**config.mk**
```make
export PLATFORM = sky130hd
export DESIGN_NAME = cmos_pixel_packer
export DESIGN_NICKNAME = d
export VERILOG_FILES = /design/src/rtl/cmos_pack_pkg.sv /design/src/rtl/cmos_edge_det.sv /design/src/rtl/cmos_pixel_packer.sv
export SDC_FILE = /design/constraint.sdc
export NUM_CORES = 1
export LEC_CHECK = 0
export CORE_MARGIN = 1.5
export CORE_UTILIZATION = 48
export DETAILED_ROUTE_END_ITERATION = 10
export PLACE_DENSITY = 0.84
export SETUP_SLACK_MARGIN = 0.2
export SKIP_LAST_GASP = 1
export SLEW_MARGIN = 20
export SYNTH_ARGS = -nofsm -noshare
export SYNTH_HDL_FRONTEND = slang
export SYNTH_SLANG_ARGS = --single-unit
```
**constraint.sdc**
```tcl
create_clock -name pclk -period 1.9 [get_ports pclk]
set_clock_uncertainty 0.05 [all_clocks]
set_input_delay 0.38 -clock pclk [delete_from_list [all_inputs] [get_ports pclk]]
set_output_delay 0.38 -clock pclk [all_outputs]
set_load 0.02 [all_outputs]
```
**src/rtl/cmos_pack_pkg.sv**
```systemverilog
// Shared definitions for the CMOS pixel packer.
//
// Contents:
//   state_t  - capture FSM states (IDLE, WAIT_VS, ACTIVE)
//   BPP_MIN  - smallest legal BYTES_PER_PIX
//   BPP_MAX  - largest legal BYTES_PER_PIX
//   BCNT_W   - width of the byte-in-pixel counter (covers 0..BPP_MAX-1)
package cmos_pack_pkg;

  typedef enum logic [1:0] {
    IDLE    = 2'd0,
    WAIT_VS = 2'd1,
    ACTIVE  = 2'd2
  } state_t;

  localparam int BPP_MIN = 1;
  localparam int BPP_MAX = 4;
  localparam int BCNT_W  = 2;

endpackage

```
**src/rtl/cmos_edge_det.sv**
```systemverilog
// Single-bit edge detector: one register stage plus combinational rise and
// fall flags comparing the live input against its registered copy.
//
// Ports:
//   clk  - clock, rising edge
//   srst - synchronous active-high reset (clears the register)
//   d    - input level
//   q    - d delayed by one clock
//   rise - d=1 while q=0
//   fall - d=0 while q=1
module cmos_edge_det (
  input  logic clk,
  input  logic srst,
  input  logic d,
  output logic q,
  output logic rise,
  output logic fall
);

  logic d_reg;

  always_ff @(posedge clk) begin
    if (srst) begin
      d_reg <= 1'b0;
    end else begin
      d_reg <= d;
    end
  end

  assign q    = d_reg;
  assign rise = d & ~d_reg;
  assign fall = ~d & d_reg;

endmodule

```
**src/rtl/cmos_pixel_packer.sv**
```systemverilog
// Packs bytes from a parallel CMOS sensor port (vsync / href / data) into
// whole pixels of BYTES_PER_PIX bytes, with frame and line markers.
//
// Capture only starts after the first vsync rising edge following reset.
// A pixel is emitted one clock after its final byte is accepted. A line that
// ends on a partial pixel drops the partial bytes and flags odd_err_o
// together with eol_o. A vsync rising edge restarts pixel alignment silently
// and re-arms sof_o for the next emitted pixel.
//
// Parameters:
//   IN_W          - sensor byte width
//   BYTES_PER_PIX - bytes per output pixel, 1..4
//   MSB_FIRST     - 1: first byte lands in the MSBs of pdata_o, 0: in the LSBs
//   CNT_W         - statistics counter width
//
// Ports:
//   pclk        - clock, rising edge
//   rst         - synchronous active-high reset
//   vs_i        - sensor vsync, active-high
//   de_i        - sensor byte valid (href)
//   pdata_i     - sensor byte
//   pix_vld_o   - one-cycle strobe, pdata_o carries a new pixel
//   pdata_o     - packed pixel, held between strobes
//   sof_o       - marks the first pixel after a vsync rising edge
//   eol_o       - one-cycle end-of-line pulse
//   vs_o        - vs_i delayed by one clock
//   odd_err_o   - one-cycle pulse, line ended on a partial pixel
//   line_cnt_o  - lines in the previous frame (CMOS_PACK_STAT_EN only)
//   pix_cnt_o   - pixels in the previous line (CMOS_PACK_STAT_EN only)
//
// Build option: define CMOS_PACK_STAT_EN to add the saturating line / pixel
// statistics counters and their output ports.
module cmos_pixel_packer
  import cmos_pack_pkg::*;
#(
  parameter int IN_W          = 8,
  parameter int BYTES_PER_PIX = 2,
  parameter int MSB_FIRST     = 1,
  parameter int CNT_W         = 12
) (
  input  logic                          pclk,
  input  logic                          rst,
  input  logic                          vs_i,
  input  logic                          de_i,
  input  logic [IN_W-1:0]               pdata_i,
  output logic                          pix_vld_o,
  output logic [IN_W*BYTES_PER_PIX-1:0] pdata_o,
  output logic                          sof_o,
  output logic                          eol_o,
  output logic                          vs_o,
  output logic                          odd_err_o
`ifdef CMOS_PACK_STAT_EN
  ,
  output logic [CNT_W-1:0]              line_cnt_o,
  output logic [CNT_W-1:0]              pix_cnt_o
`endif
);

  localparam int PIX_W = IN_W * BYTES_PER_PIX;
  localparam logic [BCNT_W-1:0] BCNT_LAST = BCNT_W'(BYTES_PER_PIX - 1);

  if (BYTES_PER_PIX < BPP_MIN || BYTES_PER_PIX > BPP_MAX) begin : g_bad_bpp
    $error("cmos_pixel_packer: BYTES_PER_PIX must be within 1..4");
  end

  // ---------------------------------------------------------------------
  // Sync edge detection
  // ---------------------------------------------------------------------
  logic vs_q, vs_rise, vs_fall;
  logic de_q, de_rise, de_fall;

  cmos_edge_det u_vs_edge (
    .clk  (pclk),
    .srst (rst),
    .d    (vs_i),
    .q    (vs_q),
    .rise (vs_rise),
    .fall (vs_fall)
  );

  cmos_edge_det u_de_edge (
    .clk  (pclk),
    .srst (rst),
    .d    (de_i),
    .q    (de_q),
    .rise (de_rise),
    .fall (de_fall)
  );

  // Edge outputs this block has no use for.
  logic unused_edges;
  assign unused_edges = ^{vs_fall, de_rise, de_q};

  assign vs_o = vs_q;

  // ---------------------------------------------------------------------
  // Capture FSM and byte counter
  // ---------------------------------------------------------------------
  state_t            state_reg, state_next;
  logic [BCNT_W-1:0] bcnt_reg, bcnt_next;
  logic              sof_arm_reg, sof_arm_next;
  logic              accept;
  logic              last_byte;
  logic              line_end;
  logic              partial_drop;

  always_ff @(posedge pclk) begin
    if (rst) begin
      state_reg   <= IDLE;
      bcnt_reg    <= '0;
      sof_arm_reg <= 1'b0;
    end else begin
      state_reg   <= state_next;
      bcnt_reg    <= bcnt_next;
      sof_arm_reg <= sof_arm_next;
    end
  end

  always_comb begin
    state_next   = state_reg;
    bcnt_next    = bcnt_reg;
    sof_arm_next = sof_arm_reg;
    accept       = 1'b0;
    last_byte    = 1'b0;
    line_end     = 1'b0;
    partial_drop = 1'b0;

    case (state_reg)
      IDLE: begin
        state_next = WAIT_VS;
      end
      WAIT_VS: begin
        if (vs_rise) begin
          state_next = ACTIVE;
        end
      end
      ACTIVE: begin
        // A byte arriving with a vsync edge belongs to no frame: the edge
        // wins and the byte is dropped.
        accept       = de_i & ~vs_rise;
        last_byte    = accept & (bcnt_reg == BCNT_LAST);
        line_end     = de_fall;
        partial_drop = de_fall & (bcnt_reg != '0) & ~vs_rise;
      end
      default: begin
        state_next = IDLE;
      end
    endcase

    // accept (de_i=1) and line_end (de_i=0) are mutually exclusive.
    if (vs_rise || line_end) begin
      bcnt_next = '0;
    end else if (accept) begin
      bcnt_next = last_byte ? '0 : bcnt_reg + BCNT_W'(1);
    end

    // vs_rise and last_byte never coincide, so the order is immaterial.
    if (vs_rise) begin
      sof_arm_next = 1'b1;
    end else if (last_byte) begin
      sof_arm_next = 1'b0;
    end
  end

  // ---------------------------------------------------------------------
  // Byte slots: every byte except the last is parked in its own register;
  // the last one is taken straight from pdata_i so the pixel is ready on
  // the edge that accepts it.
  // ---------------------------------------------------------------------
  logic [PIX_W-1:0] pix_next;

  for (genvar gi = 0; gi < BYTES_PER_PIX; gi++) begin : g_slot
    localparam int POS = (MSB_FIRST != 0) ? (BYTES_PER_PIX - 1 - gi) : gi;

    if (gi == BYTES_PER_PIX - 1) begin : g_last
      assign pix_next[POS*IN_W +: IN_W] = pdata_i;
    end else begin : g_hold
      logic [IN_W-1:0] byte_reg;

      always_ff @(posedge pclk) begin
        if (rst) begin
          byte_reg <= '0;
        end else if (accept && (bcnt_reg == BCNT_W'(gi))) begin
          byte_reg <= pdata_i;
        end
      end

      assign pix_next[POS*IN_W +: IN_W] = byte_reg;
    end
  end

  // ---------------------------------------------------------------------
  // Registered outputs
  // ---------------------------------------------------------------------
  always_ff @(posedge pclk) begin
    if (rst) begin
      pix_vld_o <= 1'b0;
      pdata_o   <= '0;
      sof_o     <= 1'b0;
      eol_o     <= 1'b0;
      odd_err_o <= 1'b0;
    end else begin
      pix_vld_o <= last_byte;
      sof_o     <= last_byte & sof_arm_reg;
      eol_o     <= line_end;
      odd_err_o <= partial_drop;
      if (last_byte) begin
        pdata_o <= pix_next;
      end
    end
  end

  // ---------------------------------------------------------------------
  // Frame statistics
  // ---------------------------------------------------------------------
`ifdef CMOS_PACK_STAT_EN
  localparam logic [CNT_W-1:0] CNT_MAX = {CNT_W{1'b1}};

  logic [CNT_W-1:0] line_acc_reg, pix_acc_reg;
  logic [CNT_W-1:0] line_total, pix_total;

  // Running totals including this cycle's event, so an eol_o or pix_vld_o
  // that lands on the capture cycle is still counted in the closing period.
  always_comb begin
    line_total = line_acc_reg;
    pix_total  = pix_acc_reg;
    if (eol_o && (line_acc_reg != CNT_MAX)) begin
      line_total = line_acc_reg + CNT_W'(1);
    end
    if (pix_vld_o && (pix_acc_reg != CNT_MAX)) begin
      pix_total = pix_acc_reg + CNT_W'(1);
    end
  end

  always_ff @(posedge pclk) begin
    if (rst) begin
      line_acc_reg <= '0;
      pix_acc_reg  <= '0;
      line_cnt_o   <= '0;
      pix_cnt_o    <= '0;
    end else begin
      if (vs_rise) begin
        line_cnt_o   <= line_total;
        line_acc_reg <= '0;
      end else begin
        line_acc_reg <= line_total;
      end

      if (eol_o) begin
        pix_cnt_o   <= pix_total;
        pix_acc_reg <= '0;
      end else if (vs_rise) begin
        pix_acc_reg <= '0;
      end else begin
        pix_acc_reg <= pix_total;
      end
    end
  end
`else
  if (CNT_W < 1) begin : g_bad_cnt_w
    $error("cmos_pixel_packer: CNT_W must be at least 1");
  end
`endif

endmodule
```
==> flow_summary.yaml, run 1 <==
status:
  status: "finished, final reports clean"
detailed_routing:
  vias_per_cell: 5.18
  drc_errors: 0
  drt-total-wl_um: 2730
  drt_pass1_iterations: 4
  wl_per_cell_um: 13.5
  vias: 1047
  dr.first_iter.drc_count: 23
  ant_nets: 0
clocking:
  clock_sinks: 35
  cts.reportedPaths.clkPinSlew_ns: 0.10
  cts_setup_buffers: 0
  cts_tree: "built"
  htree_levels: 2
  clk_latency_ns: 0.34
  cts_hold_buffers: 0
  cts-root-buf: "clkbuf_4"
  cts_buffers: 5
  clk_path_buf_depth: 2
final_layout:
  fin_area_um2: 1770
  instances_no_fill: 202
  area_growth_pct: 28.2
  antennaDiodeCount: 0
  final_nets: 184
  fillCellCount: 218
  layout_commonest_cell: "dfxtp_1"
  layout_common_cells: "35 x dfxtp_1, 34 x nand2_1, 25 x mux2i_1, 18 x dlygate4sd2_1, 11 x clkdlybuf4s50_1"
  largest_register_ffs: 16
  drive_gt1_frac: 0.0994
worst_setup_path:
  critPathMaxFanout: 8
  reg2reg_slack_ns: 0.40
  timing.rr.start: "bcnt_reg[0]$_SDFFE_PP0P_"
  crit_end: "pdata_o[14]$_SDFFE_PP0P_"
  rr_worst_depth: 4
  required_ns: 2.12
  startpoint: "vs_i"
  cp.arrival_ns: 1.75
  worstSetupPathType: "in2reg"
  cp-start-kind: "input port"
  r2r_end: "pdata_o[14]$_SDFFE_PP0P_"
  critPathCaptureType: "flop"
logic_synthesis:
  ys_ff_latch: 35
  synth_mux_area_frac: 0.181
  syn-cell-area_um2: 1380
  synth.net_count: 149
  yosys.area.top_type_share: 0.506
  synthArstFlopShare: 0
  synth-simple-area-share: 0.216
  synth.area.top_cells: "dfxtp_1 51%, mux2i_1 18%, nand2_1 9.2%"
  synth_fa_ha_area_frac: 0.0181
  syn_area_per_cell_um2: 10.3
  synth_edf_count: 0
  synthFlopType: "dfxtp_1"
  syn_inst: 135
  synth_top_area_cell: "dfxtp_1"
  yosysUniqueCellTypes: 30
  synth_xor_area_frac: 0
  yosysWarnings: 0
  ys_seq_area_frac: 0.506
  synth_top_family_by_area: "simple AND/OR/NAND/NOR gates"
  synth_compound_area_frac: 0.0253
die:
  die_x_um: 56.7
  die-area_um2: 3210
  start_util: 0.506
  die_h_um: 56.7
  coreArea_um2: 2730
  rows: 19
  boundaryPins: 33
timing:
  relSlewSlack: 0.750
  fin_hold_ws_ns: 0.412
  slew_viol_final: 0
  worst_slew_pin_slew_ns: 0.373
  post-route-min-period_ns: 1.53
  final.setup.tns_ns: 0
  fmax_mhz: 654
  hold_violations: 0
  finalCritPeriodShare: 0.805
  rsz0062_at_grt: "false"
  setup_viol: 0
placement:
  detailed_place_hpwl_um: 2000
  place_inst: 194
  gp_congestion: 0.830
  place_area_um2: 1740
  portBuffers: 32
pwr:
  p_total_w: 0.00122
  p_leak_nw: 0.833
  peakVddDrop_mv: 0.667
  p_per_area_nw_per_um2: 690
global_route:
  grt_start_max_net_pins: 38
  antenna_found_initial: 0
  grt_overflow: 0
  grt_pass1_vias: 981
  grt_use_total: 0.188
  grt_pass1_wl_um: 4540
job:
  maxCapViolCount: 0
hold_path:
  hold_path_class: "reg2reg"
==> final cells by class <==
class | instances | area (um^2) | area share
Multi-Input combinational cell | 88 | 609 | 0.343
Sequential cell | 35 | 701 | 0.395
Timing Repair Buffer | 36 | 360 | 0.203
Clock buffer | 7 | 45.0 | 0.0254
Tap cell | 31 | 38.8 | 0.0219
Inverter | 4 | 15.0 | 0.00846
Clock inverter | 1 | 5.00 | 0.00282
==> cells by family (layout without fill, tap and decap cells) <==
family / Yosys count / in the layout
adders and majority gates: 2 / 2
buffers and inverters: 12 / 48
and+or+nand+nor: 56 / 56
muxes: 25 / 25
AOI/OAI and AO/OA: 5 / 5
DFF: 35 / 35
==> timing repair <==
item | 4_1_cts | 5_1_grt
endpoints found under the setup margin | 18 | 3
gates resized for setup | 18 | 3
cloned | 0 | 0
hold endpoints to repair | 0 | 0
==> stage by stage <==
| step | util | setup slack (ns) |
|---|---|---|
| 2_1_floorplan | - | 0.465 |
| 3_3_place_gp | 0.636 | 0.0813 |
| 3_5_place_dp | 0.636 | 0.0130 |
| 4_1_cts | 0.646 | 0.208 |
| 5_1_grt | 0.649 | 0.272 |
| 6_report | 0.649 | 0.370 |
==> cell usage after synthesis, drive strengths merged (2+ instances only) <==
master and count:
buf 6, clkbuf 2, dfxtp 35, ha 2
inv 4, mux2i 25, nand2 35, nand2b 2
nand3 2, nor2 4, nor2b 4, nor3 2
or3 2
==> where the power goes <==
part | internal [W] | switching [W]
Clock | 0.000144 | 0.000241
Sequential | 0.000743 | 0.00000741
Combinational | 0.0000453 | 0.0000441
Total | 0.000932 | 0.000292
==> how the worst min path moves through the flow <==
stage                                                          from                                   endpoint  slack [ns]  cells after the start
final                                      pdata_o[10]$_SDFFE_PP0P_                   pdata_o[10]$_SDFFE_PP0P_        0.41                      2
after global routing                       sof_arm_reg$_SDFFE_PP0P_                           sof_o$_SDFF_PP0_        0.43                      1
after CTS                                  pdata_o[10]$_SDFFE_PP0P_                   pdata_o[10]$_SDFFE_PP0P_        0.41                      2
after detailed placement                   pdata_o[10]$_SDFFE_PP0P_                   pdata_o[10]$_SDFFE_PP0P_        0.40                      2
after global placement                      pdata_o[3]$_SDFFE_PP0P_                    pdata_o[3]$_SDFFE_PP0P_        0.39                      2
after floorplan           g_slot[0].g_hold.byte_reg[7]$_SDFFE_PP0P_  g_slot[0].g_hold.byte_reg[7]$_SDFFE_PP0P_        0.39                      2
==> critical path, stage by stage <==
cell and delay, ns:
clkdlybuf4s50_1 0.50, nor2b_4 0.30, or3_1 0.34, mux2i_1 0.23
==> per-layer routing <==
layer / GRT usage / wire length (um) / up-vias
li1: - / - / 519
met1: 0.217 / 1160 / 497
met2: 0.314 / 1390 / 25
met3: 0.0714 / 142 / 6
met4: 0.0714 / 39 / 0
met5: 0 / 0 / -
Power figures use the tool's default switching activity.
==> inputs of run 2 (changes only) <==
==> constraint.sdc (replaced) <==
create_clock -name pclk -period 1.5 [get_ports pclk]
set_clock_uncertainty 0.05 [all_clocks]
set_input_delay 0.3 -clock pclk [delete_from_list [all_inputs] [get_ports pclk]]
set_output_delay 0.3 -clock pclk [all_outputs]
set_load 0.02 [all_outputs]
==> run 2 against run 1 <==
Compared with the run above:
- flip-flop and latch count stayed put
- setup slack got worse by 0.34 ns
- global-route usage rose by 1.3 points
- final cell count increased by 9.4%
- critical path type is now reg2reg
- largest power group unchanged
==> flow_summary.yaml, run 2 (same netlist as run 1, synthesis figures left out) <==
placement:
  place_inst: 204
  post-place-ws_ns: -0.247
  portBuffers: 32
  detailed_place_hpwl_um: 2040
  gp_congestion: 0.744
  place_area_um2: 1830
global_route:
  grt_start_max_net_pins: 17
  grt_pass1_vias: 1106
  grt_pass1_wl_um: 4880
  antenna_found_initial: 0
  grt_overflow: 0
  grt_use_total: 0.201
clocking:
  cts.reportedPaths.clkPinSlew_ns: 0.11
  htree_levels: 2
  clk_latency_ns: 0.35
  cts-root-buf: "clkbuf_4"
  cts_tree: "built"
  clock_sinks: 35
  clk_path_buf_depth: 2
  cts_buffers: 5
timing:
  relSlewSlack: 0.808
  rsz0062_at_grt: "true"
  setup_viol: 0
  finalCritPeriodShare: 0.981
  fmax_mhz: 679
  worst_slew_pin_slew_ns: 0.288
  fin_hold_ws_ns: 0.415
  hold_violations: 0
  slew_viol_final: 0
  timing.final.ws_setup_ns: 0.0279
  post-route-min-period_ns: 1.47
detailed_routing:
  vias_per_cell: 5.12
  drt_pass1_iterations: 4
  ant_nets: 0
  wl_per_cell_um: 13.9
  drc_errors: 0
  drt-total-wl_um: 3070
  vias: 1131
  dr.first_iter.drc_count: 6
worst_setup_path:
  max_stage_delay_ns: 0.44
  critPathMaxFanout: 6
  cp-start-kind: "flop"
  path_buf_inv: 2
  critPathSlowestCell: "or3_4"
  path_cells: "inv_2 > ha_4 > nand2_4 > buf_4 > or3_4 > mux2i_1"
  worstSetupPathType: "reg2reg"
  reg2reg_slack_ns: 0.03
  rr_worst_depth: 6
  required_ns: 1.69
  critPathCaptureType: "flop"
  path_delay_family: "simple AND/OR/NAND/NOR gates"
  cp.arrival_ns: 1.66
  cp_num_cells: 6
pwr:
  p_leak_nw: 0.870
  p_int_w: 0.00129
  peakVddDrop_mv: 0.936
  seqPwrFrac: 0.561
  combinationalPowerShare: 0.079
  clockPowerShare: 0.360
  switching_share: 0.236
  p_per_area_nw_per_um2: 868
  switching_power_w: 0.000400
final_layout:
  utilization: 0.714
  area_growth_pct: 41.0
  fin_area_um2: 1950
  layout_common_cells: "33 x nand2_1, 32 x dfxtp_1, 25 x mux2i_1, 20 x buf_2, 16 x buf_4"
  instances_no_fill: 221
  final_nets: 203
  antennaDiodeCount: 0
  drive_gt1_frac: 0.368
  largest_register_ffs: 16
  layout_commonest_cell: "nand2_1"
hold_path:
  worstHoldPathCells: 2
  hold_path_class: "reg2reg"
die:
  die-area_um2: 3210
  boundaryPins: 33
  start_util: 0.506
  rows: 19
  die_x_um: 56.7
  die_h_um: 56.7
  coreArea_um2: 2730
status:
  status: "finished, final reports clean"
job:
  maxCapViolCount: 0
==> run 2: cell types whose count changed in the layout (fill, tap and decap cells not counted), moves of 3 or more <==
| cell | before | now |
|---|---|---|
| buf_2 | 0 | 20 |
| dlygate4sd2_1 | 18 | 0 |
| buf_4 | 2 | 16 |
| buf_6 | 0 | 5 |
| dfxtp_1 | 35 | 32 |
| dlymetal6s2s_1 | 3 | 0 |
==> run 2: layer usage <==
layer  share of wire  GRT usage  wire, um
met5               0          0         0
met4           0.011     0.0714        34
met3           0.042     0.0691       129
met2            0.53      0.349      1640
met1            0.41      0.228      1270
==> run 2: stage by stage <==
| step | total power [W] | TNS (ns) |
|---|---|---|
| 3_5_place_dp | 0.00110 | -5.87 |
| 3_3_place_gp | 0.00109 | -4.69 |
| 4_1_cts | 0.00170 | 0 |
| 5_1_grt | 0.00177 | -0.306 |
| 2_1_floorplan | 0.00103 | 0 |
| 6_report | 0.00169 | 0 |
==> run 2: path summary, 6_finish.rpt <==
check | from | end
max | bcnt_reg[1]$_SDFFE_PP0P_ | pdata_o[7]$_SDFFE_PP0P_
min reg2reg | pdata_o[5]$_SDFFE_PP0P_ | pdata_o[5]$_SDFFE_PP0P_
max reg2reg | bcnt_reg[1]$_SDFFE_PP0P_ | pdata_o[7]$_SDFFE_PP0P_
min | pdata_o[5]$_SDFFE_PP0P_ | pdata_o[5]$_SDFFE_PP0P_
==> run 2: power groups by stage <==
stage / registers (W) / logic (W) / clock network, W
6_report: 0.000950 / 0.000134 / 0.000610
5_1_grt: 0.000952 / 0.000144 / 0.000672
4_1_cts: 0.000948 / 0.000126 / 0.000629
3_5_place_dp: 0.000971 / 0.000124 / 0
3_3_place_gp: 0.000970 / 0.000120 / 0
2_1_floorplan: 0.000971 / 0.0000630 / 0
==> run 2: cell type report <==
| class | count | area, um^2 |
|---|---|---|
| clock buffer | 6 | 62.6 |
| clock inverter | 2 | 13.8 |
| fill | 194 | 782 |
| inverter | 4 | 17.5 |
| multi-input combinational | 88 | 671 |
| sequential | 35 | 709 |
| tap | 31 | 38.8 |
| timing repair buffer | 55 | 439 |
==> run 2: repair_timing <==
action,in CTS,in global routing
resized for setup,85,13
gates cloned,1,0
endpoints found under the setup margin,45,34
hold buffers,0,0
pin swaps,2,2
buffers inserted,4,4
==> run 2: tightest hold or removal path, stage by stage (launching register included) <==
cell	delay, ns
dfxtp_1	0.32
nand2_1	0.05
mux2i_1	0.05
==> inputs of run 3 (changes only) <==
--- a/config.mk
+++ b/config.mk
@@ -7,6 +7,7 @@
 export LEC_CHECK = 0
 export CORE_MARGIN = 1.5
 export CORE_UTILIZATION = 48
+export CTS_CLUSTER_DIAMETER = 50
 export DETAILED_ROUTE_END_ITERATION = 10
 export PLACE_DENSITY = 0.84
 export SETUP_SLACK_MARGIN = 0.2
==> results of run 3 <==
The final DEF is identical to that of run 2; final timing and power are the same.
==> variant (config.mk and constraints of run 1) <==
The parameter `IN_W` goes from 8 to 10.
--- a/src/rtl/cmos_pixel_packer.sv
+++ b/src/rtl/cmos_pixel_packer.sv
@@ -34,5 +34,5 @@
   import cmos_pack_pkg::*;
 #(
-  parameter int IN_W          = 8,
+  parameter int IN_W          = 10,
   parameter int BYTES_PER_PIX = 2,
   parameter int MSB_FIRST     = 1,
Interface: changed (resized pdata_i and pdata_o); port bits go from 33 to 39. No check against the original RTL was run, so the function may have changed too.
==> variant against run 1 <==
  * Cell count rose by 20%
  * Area after synthesis rose by 13%
  * Design area rose by 16%
  * Non-clock buffer count rose by 10
  * Sequential power rose by 17%
  * Total power rose by 23%
  * Utilization rose by 2.2 points
  * Sequential cell count rose by 6
  * Worst setup slack got worse by 0.024 ns
  * Wire length rose by 14%
  * Largest cell class unchanged
==> variant: results (changes against run 1) <==
status: "complete, no violations"
arrival_ns: 1.77  # +0.02 ns
syn-num-nets: 171  # +15%
netlist_instances: 155  # +15%
yosys.area_share.adder: 0.0161  # -0.00203
pre_cts_slack_ns: 0.0217  # +0.00874 ns
cpLargestDelayFamily: "flip-flops"
final_layout_size_suffix_gt1_frac: 0.0955  # -0.00394
placed_area_um2: 2010  # +16%
largest_reg_flops: 20  # +4
ys_top_cells_by_count: "nand2_1 (43), dfxtp_1 (41), mux2i_1 (31)"
pwr-share-seq: 0.583  # -0.029
grt_pass1_wl_um: 5250  # +16%
gp_congestion: 0.713  # -14%
synthMuxAreaShare: 0.199  # +0.0182
ctsResizeCount: 22  # +4
first_global_vias: 1263  # +29%
post_cts_buffers: 0  # unchanged
grt_max_degree: 46  # +21%
seq_area_frac_synth: 0.526  # +0.0202
slew-limit-headroom: 0.548  # -0.203
leakage_nw: 0.996  # +19%
powerSeq_mw: 0.877  # +17%
cts_root_buffer: "clkbuf_4"
synth_area_leaders: "dfxtp_1 (53%), mux2i_1 (20%), nand2_1 (10%)"
pg_comb_mw: 0.0926  # +3.5%
port_buffers: 38  # +19%
fillers: 258  # +18%
gr-usage-all-layers: 0.198  # +0.00962
drt_iter0_markers: 33  # +43%
vias: 1209  # +15%
wirelength_um: 3120  # +14%
p_sw_mw: 0.319  # +9.2%
yosysUniqueCellTypes: 28  # -6.7%
critical_path_peak_fanout: 13  # +5
ir_drop_mv: 0.642  # -3.8%
critical_path.slowest_cell: "dfxtp_1"
synth_compound_area_frac: 0.0225  # -0.00284
variant: cell type report:
type / instances / share of cell area
multi-input combinational: 101 / 0.324
timing repair buffer: 46 / 0.210
clock inverter: 2 / 0.0170
inverter: 4 / 0.00727
tap: 44 / 0.0267
sequential: 41 / 0.398
clock buffer: 5 / 0.0182
variant: metrics by stage:
step           hold slack, ns   util
2_1_floorplan           0.392      -
3_3_place_gp            0.395  0.654
3_5_place_dp            0.399  0.654
4_1_cts                 0.415  0.668
5_1_grt                 0.439  0.671
6_report                0.410  0.671
variant: worst paths after layout:
path,startpoint,to,slack [ns]
worst max register to register,bcnt_reg[0],pdata_o[19],0.35
worst max-delay path,bcnt_reg[0],pdata_o[19],0.35
worst min register to register,pdata_o[0],pdata_o[0],0.41
worst min-delay path,pdata_o[0],pdata_o[0],0.41
variant: layer usage:
layer  routed length (um)  global-route usage
met4                   46              0.0635
met5                    0                   0
met3                  191              0.0628
met2                 1630               0.365
met1                 1260               0.210
